## src/rtl/featuremap_accum_relu_pool.sv

```systemverilog
// Sums NUM_CH partial maps + bias, saturates, ReLU, then 2x2/2 max-pools the raster stream.
// Latency 4 cycles (3 accumulate + 1 pool); no backpressure, one pixel/cycle accepted always.
module featuremap_accum_relu_pool #(
  parameter int DATA_WIDTH = 24,
  parameter int FRAC_BITS  = 16,
  parameter int NUM_CH     = 6,
  parameter int IN_WIDTH   = 10,
  parameter int IN_HEIGHT  = 10,
  parameter int BIAS       = 0
) (
  input  logic                           clk,
  input  logic                           rst,
  input  logic [NUM_CH*DATA_WIDTH-1:0]   data_in,
  input  logic                           valid_in,
  output logic [DATA_WIDTH-1:0]          data_out,
  output logic                           valid_out,
  output logic                           frame_end
);

  localparam int SW  = DATA_WIDTH + 3;
  localparam int NP  = NUM_CH / 2;
  localparam int LBD = IN_WIDTH / 2;
  localparam int CW  = $clog2(IN_WIDTH);
  localparam int RW  = $clog2(IN_HEIGHT);

  localparam logic signed [SW-1:0] BIAS_EXT = SW'(BIAS);
  localparam logic signed [SW-1:0] SAT_MAX  =
    {{(SW-DATA_WIDTH+1){1'b0}}, {(DATA_WIDTH-1){1'b1}}};
  localparam logic [CW-1:0] COL_LAST = CW'(IN_WIDTH - 1);
  localparam logic [RW-1:0] ROW_LAST = RW'(IN_HEIGHT - 1);

  if ((IN_WIDTH % 2) != 0 || (IN_HEIGHT % 2) != 0 || (NUM_CH % 2) != 0 ||
      FRAC_BITS >= DATA_WIDTH || IN_WIDTH < 2 || IN_HEIGHT < 2) begin : g_bad_param
    $error("featuremap_accum_relu_pool: unsupported parameter set");
  end

  function automatic logic signed [SW-1:0] sext(input logic [DATA_WIDTH-1:0] v);
    return {{(SW-DATA_WIDTH){v[DATA_WIDTH-1]}}, v};
  endfunction

  // Accumulate pipeline
  logic                   s1_vld, s2_vld, s3_vld;
  logic signed [SW-1:0]   pair_c [NP];
  logic signed [SW-1:0]   s1_sum [NP];
  logic signed [SW-1:0]   sum_c;
  logic signed [SW-1:0]   s2_sum;
  logic signed [DATA_WIDTH-1:0] s3_dat;

  always_comb begin
    for (int i = 0; i < NP; i++) begin
      pair_c[i] = sext(data_in[(2*i)*DATA_WIDTH +: DATA_WIDTH]) +
                  sext(data_in[(2*i+1)*DATA_WIDTH +: DATA_WIDTH]);
    end
  end

  always_comb begin
    sum_c = BIAS_EXT;
    for (int i = 0; i < NP; i++) begin
      sum_c = sum_c + s1_sum[i];
    end
  end

  always_ff @(posedge clk or negedge rst) begin
    if (!rst) begin
      s1_vld <= 1'b0;
      s2_vld <= 1'b0;
      s3_vld <= 1'b0;
    end else begin
      s1_vld <= valid_in;
      s2_vld <= s1_vld;
      s3_vld <= s2_vld;
    end
  end

  // Negative sums collapse to zero, which covers both negative clipping and ReLU.
  always_ff @(posedge clk) begin
    for (int i = 0; i < NP; i++) begin
      s1_sum[i] <= pair_c[i];
    end
    s2_sum <= sum_c;
    if (s2_sum[SW-1])
      s3_dat <= '0;
    else if (s2_sum > SAT_MAX)
      s3_dat <= SAT_MAX[DATA_WIDTH-1:0];
    else
      s3_dat <= s2_sum[DATA_WIDTH-1:0];
  end

  // Pool stage
  logic [CW-1:0]                col;
  logic [RW-1:0]                row;
  logic signed [DATA_WIDTH-1:0] hold;
  logic signed [DATA_WIDTH-1:0] line_buf [LBD];
  logic signed [DATA_WIDTH-1:0] pair_max;
  logic signed [DATA_WIDTH-1:0] above;
  logic signed [DATA_WIDTH-1:0] win_max;

  always_comb begin
    pair_max = (hold > s3_dat) ? hold : s3_dat;
    above    = line_buf[col[CW-1:1]];
    win_max  = (above > pair_max) ? above : pair_max;
  end

  always_ff @(posedge clk) begin
    if (s3_vld) begin
      if (!col[0])
        hold <= s3_dat;
      else if (!row[0])
        line_buf[col[CW-1:1]] <= pair_max;
    end
  end

  always_ff @(posedge clk or negedge rst) begin
    if (!rst) begin
      col       <= '0;
      row       <= '0;
      data_out  <= '0;
      valid_out <= 1'b0;
      frame_end <= 1'b0;
    end else begin
      valid_out <= 1'b0;
      frame_end <= 1'b0;
      if (s3_vld) begin
        if (col[0] && row[0]) begin
          data_out  <= win_max;
          valid_out <= 1'b1;
          frame_end <= (row == ROW_LAST) && (col == COL_LAST);
        end
        if (col == COL_LAST) begin
          col <= '0;
          row <= (row == ROW_LAST) ? '0 : row + 1'b1;
        end else begin
          col <= col + 1'b1;
        end
      end
    end
  end

endmodule

```

## config.mk

```make
export PLATFORM = sky130hd
export DESIGN_NAME = featuremap_accum_relu_pool
export DESIGN_NICKNAME = d
export VERILOG_FILES = /design/src/rtl/featuremap_accum_relu_pool.sv
export SDC_FILE = /design/constraint.sdc
export NUM_CORES = 1
export LEC_CHECK = 0
export CAP_MARGIN = 0
export CELL_PAD_IN_SITES_DETAIL_PLACEMENT = 2
export CELL_PAD_IN_SITES_GLOBAL_PLACEMENT = 2
export CORE_UTILIZATION = 41
export CTS_CLUSTER_SIZE = 12
export DETAILED_ROUTE_END_ITERATION = 12
export GPL_ROUTABILITY_DRIVEN = 0
export HOLD_SLACK_MARGIN = 0.02
export PLACE_DENSITY_LB_ADDON = 0.12
export SLEW_MARGIN = 20
export SYNTH_ARGS = -nofsm -noshare
export SYNTH_HDL_FRONTEND = slang
export SYNTH_SLANG_ARGS = --single-unit
```

## constraint.sdc

```tcl
create_clock -name clk -period 6.32 [get_ports clk]
set_input_delay 1.264 -clock clk [delete_from_list [all_inputs] [get_ports clk]]
set_output_delay 1.264 -clock clk [all_outputs]
set_load 0.02 [all_outputs]
```

==> summary.txt <==
Routing
  – DRC: 0
  – DR pass1 iterations: 6
  – WL/cell: 21.1 um
  – WL final: 46100 um
  – Iter 0 DRT Violations: 467
  – Vias per cell: 5.47
  – Post-route ant nets: 0
  – Total number of vias: 12000

Clock network
  – Max clock buf depth: 3
  – Clock edge transition at the registers on the reported setup and hold paths: 0.06 ns
  – Worst-skew pair later-pin latency: 0.52 ns
  – CTS resizes: 0
  – Clk sinks: 307
  – Root buf cell: clkbuf_16
  – Post-CTS setup buffer count: 0
  – CTS tree: yes
  – CTS Hold Bufs: 0
  – Deepest level of the CTS H-tree: 2
  – CTS buffer count: 34

Run status
  – Status: finished clean

GRT
  – Largest net degree at the start of global routing: 52
  – Antenna violations before repair: 0
  – Vias in the first global route: 13700
  – First-pass GRT wire length: 73400 um
  – Grt total ovfl: 0
  – GRT Resource Usage Total: 0.238

Job
  – Max cap viols: 0

Yosys
  – Syn_area_per_cell: 11.1 sq um
  – Largest cells by area after synthesis: edfxtp_1, dfxtp_1, ha_1
  – Syn. warnings: 0
  – Main synth FF type: edfxtp_1
  – Yosys reg bits: 307
  – Synth Cell Area: 0.0161 sq mm
  – Mapped Cells: 1453
  – Post-synth EDFFs: 144
  – Area leader, netlist: edfxtp_1
  – Mapped Nets: 1774
  – Sequential cell area fraction in the yosys report: 0.484
  – Synth top area share: 0.269
  – Synth unique cells: 78
  – Asr flop ratio synth: 0.121

Finish
  – Share of cells above drive strength 1: 0.0635
  – Layout Nets: 1963
  – Antenna cells: 0
  – Fillcell total: 3826
  – Layout Utilization: 0.503
  – Area Overhead vs Synth: 21.1%

Worst setup path
  – WP data required: 6.68 ns
  – CP endpoint kind: register
  – Crit path arrival time: 5.79 ns
  – Crit Path Max Fanout: 18
  – CP Launch Type: register
  – Crit Path Category: register to register
  – R2r worst-path depth: 18

Timing
  – RSZ-0062 raised after global routing: false
  – Total Negative Setup Slacks: 0 ns
  – Tightest Pin Transition: 1.13 ns
  – Clk_skew: 0.0179 ns
  – Slew Viols, Final: 0
  – Fin crit share: 0.860
  – Worst rel slew slack: 0.248
  – F_max: 184 MHz
  – Min Tclk post-route: 5.43 ns
  – Final hold violation count: 0
  – Setup violations, final: 0

Worst hold path
  – Hold depth: 0
  – Worst Hold Class: register to register

Die
  – Core area: 0.0386 sq mm
  – Die Y: 200 um
  – Initial core utilization: 0.416
  – # IOs: 173
  – FP Rows: 72
  – Die W: 200 um
  – Full die area: 0.0400 sq mm

Power
  – Power Total: 9290 uW
  – Max IR drop VDD: 0.230 mV
  – PD cells: 478 mW/mm^2
  – Pleak: 0.00796 uW

Place
  – Buffers on Ports: 172
  – Hpwl dp: 35100 um
==> flip-flops by register name, indices dropped and copies added (netlist names) <==
name	cells
s1_sum	75
s3_vld	1
s1_vld	1
line_buf	120
row	4
col	4
s2_vld	1
data_out	24
hold	24
valid_out	1
s2_sum	27
frame_end	1
s3_dat	24
==> per-stage QoR <==
stage	std cells	area, sq um	hold WS, ns	setup WS (ns)
5_1_grt	2186	19400	0.359	0.607
3_5_place_dp	2124	18400	0.340	0.928
2_1_floorplan	1453	16100	0.331	2.07
3_3_place_gp	2124	18400	0.338	1.24
4_1_cts	2186	19400	0.357	0.874
6_report	2186	19400	0.353	0.886
==> final timing paths <==
path                             from           to  slack [ns]
min reg2reg                    s1_vld       s2_vld        0.35
min in group asynchronous         rst  data_out[6]        0.82
max reg2reg                s3_dat[19]  data_out[1]        0.89
max                        s3_dat[19]  data_out[1]        0.89
max in group asynchronous         rst       col[3]        5.04
min                            s1_vld       s2_vld        0.35
==> worst max-delay path: stages, from the launching register on <==
cell and delay, ns:
dfxtp_1 0.37, inv_1 0.06, ha_1 0.32, nand4_1 0.17, nor4_1 0.42, nand4_1 0.15
nand2_1 0.09, mux2_2 0.58, buf_4 0.31, mux2i_1 0.43, ha_1 0.32, a21o_1 0.18
a21o_1 0.18, a221o_1 0.30, a211oi_1 0.24, mux2_2 0.39, nand2_1 0.26, buf_4 0.32
o221ai_1 0.17
==> final cells by class <==
cell class	instances	area, sq um	share of cell area
clock buffers	52	992	0.0510
flip-flops and latches	307	7770	0.400
multi-input cells	1022	7810	0.402
repair buffers	186	1820	0.0937
inverters	91	342	0.0176
well taps	518	648	0.0333
clock inverters	10	48.8	0.00251
==> Yosys cell counts (5+ instances only) <==
cell type  count
ha_1         145
edfxtp_1     144
dfxtp_1      126
nand2_1      115
nor2_1       112
inv_1         90
a21oi_1       82
o21ai_0       68
xnor2_1       60
a22oi_1       39
a21o_1        37
dfrtp_1       37
fa_1          29
mux2i_1       29
xor2_1        24
clkbuf_1      23
nand3_1       23
o221ai_1      23
mux2_2        19
and3_1        16
nand4_1       15
nor3_1        15
nand2b_1      13
a31oi_1       11
o21a_1        11
a211oi_1       9
nor4_1         9
o21bai_1       9
nor2b_1        8
or3_1          8
and2_1         7
o2111ai_1      6
o311ai_0       6
nor3b_1        5
==> power by group <==
part	switching [uW]	total (uW)	leakage [uW]	internal, uW
Combinational	2540	4240	0.00463	1700
Clock	767	1850	0.000500	1080
Sequential	416	3200	0.00283	2780
Total	3720	9290	0.00796	5570
==> cell usage in the layout, fill, tap and decap left out, types with 24 or more instances in the layout <==
| cell type | Yosys | routed |
|---|---|---|
| edfxtp_1 | 144 | 144 |
| a22oi_1 | 39 | 39 |
| dfxtp_1 | 126 | 126 |
| mux2i_1 | 29 | 29 |
| nor2_1 | 112 | 110 |
| inv_1 | 90 | 90 |
| dfrtp_1 | 37 | 35 |
| a21o_1 | 37 | 37 |
| clkdlybuf4s50_1 | 0 | 171 |
| o21ai_0 | 68 | 68 |
| fa_1 | 29 | 29 |
| ha_1 | 145 | 145 |
| a21oi_1 | 82 | 82 |
| clkbuf_16 | 0 | 37 |
| xnor2_1 | 60 | 60 |
| xor2_1 | 24 | 24 |
| nand2_1 | 115 | 115 |
==> cells by family (layout without fill, tap and decap cells) <==
kind of cell | after synthesis | count (layout) | synth area share
DFF | 307 | 307 | 0.484
buffers and inverters | 124 | 339 | 0.0311
muxes | 50 | 50 | 0.0331
other | 1 | 1 | 0.000234
adders and majority gates | 174 | 174 | 0.149
AOI/OAI and AO/OA | 352 | 352 | 0.151
and+or+nand+nor | 361 | 361 | 0.106
xor gates and xnor gates | 84 | 84 | 0.0458
==> metal layers <==
layer / track usage / vias to the layer above / part of all wire
met2: 0.444 / 226 / 0.52
met3: 0.0270 / 65 / 0.027
met5: 0 / - / 0
met1: 0.285 / 5980 / 0.43
li1: - / 5697 / -
met4: 0.0707 / 0 / 0.023
Power figures use the tool's default switching activity.
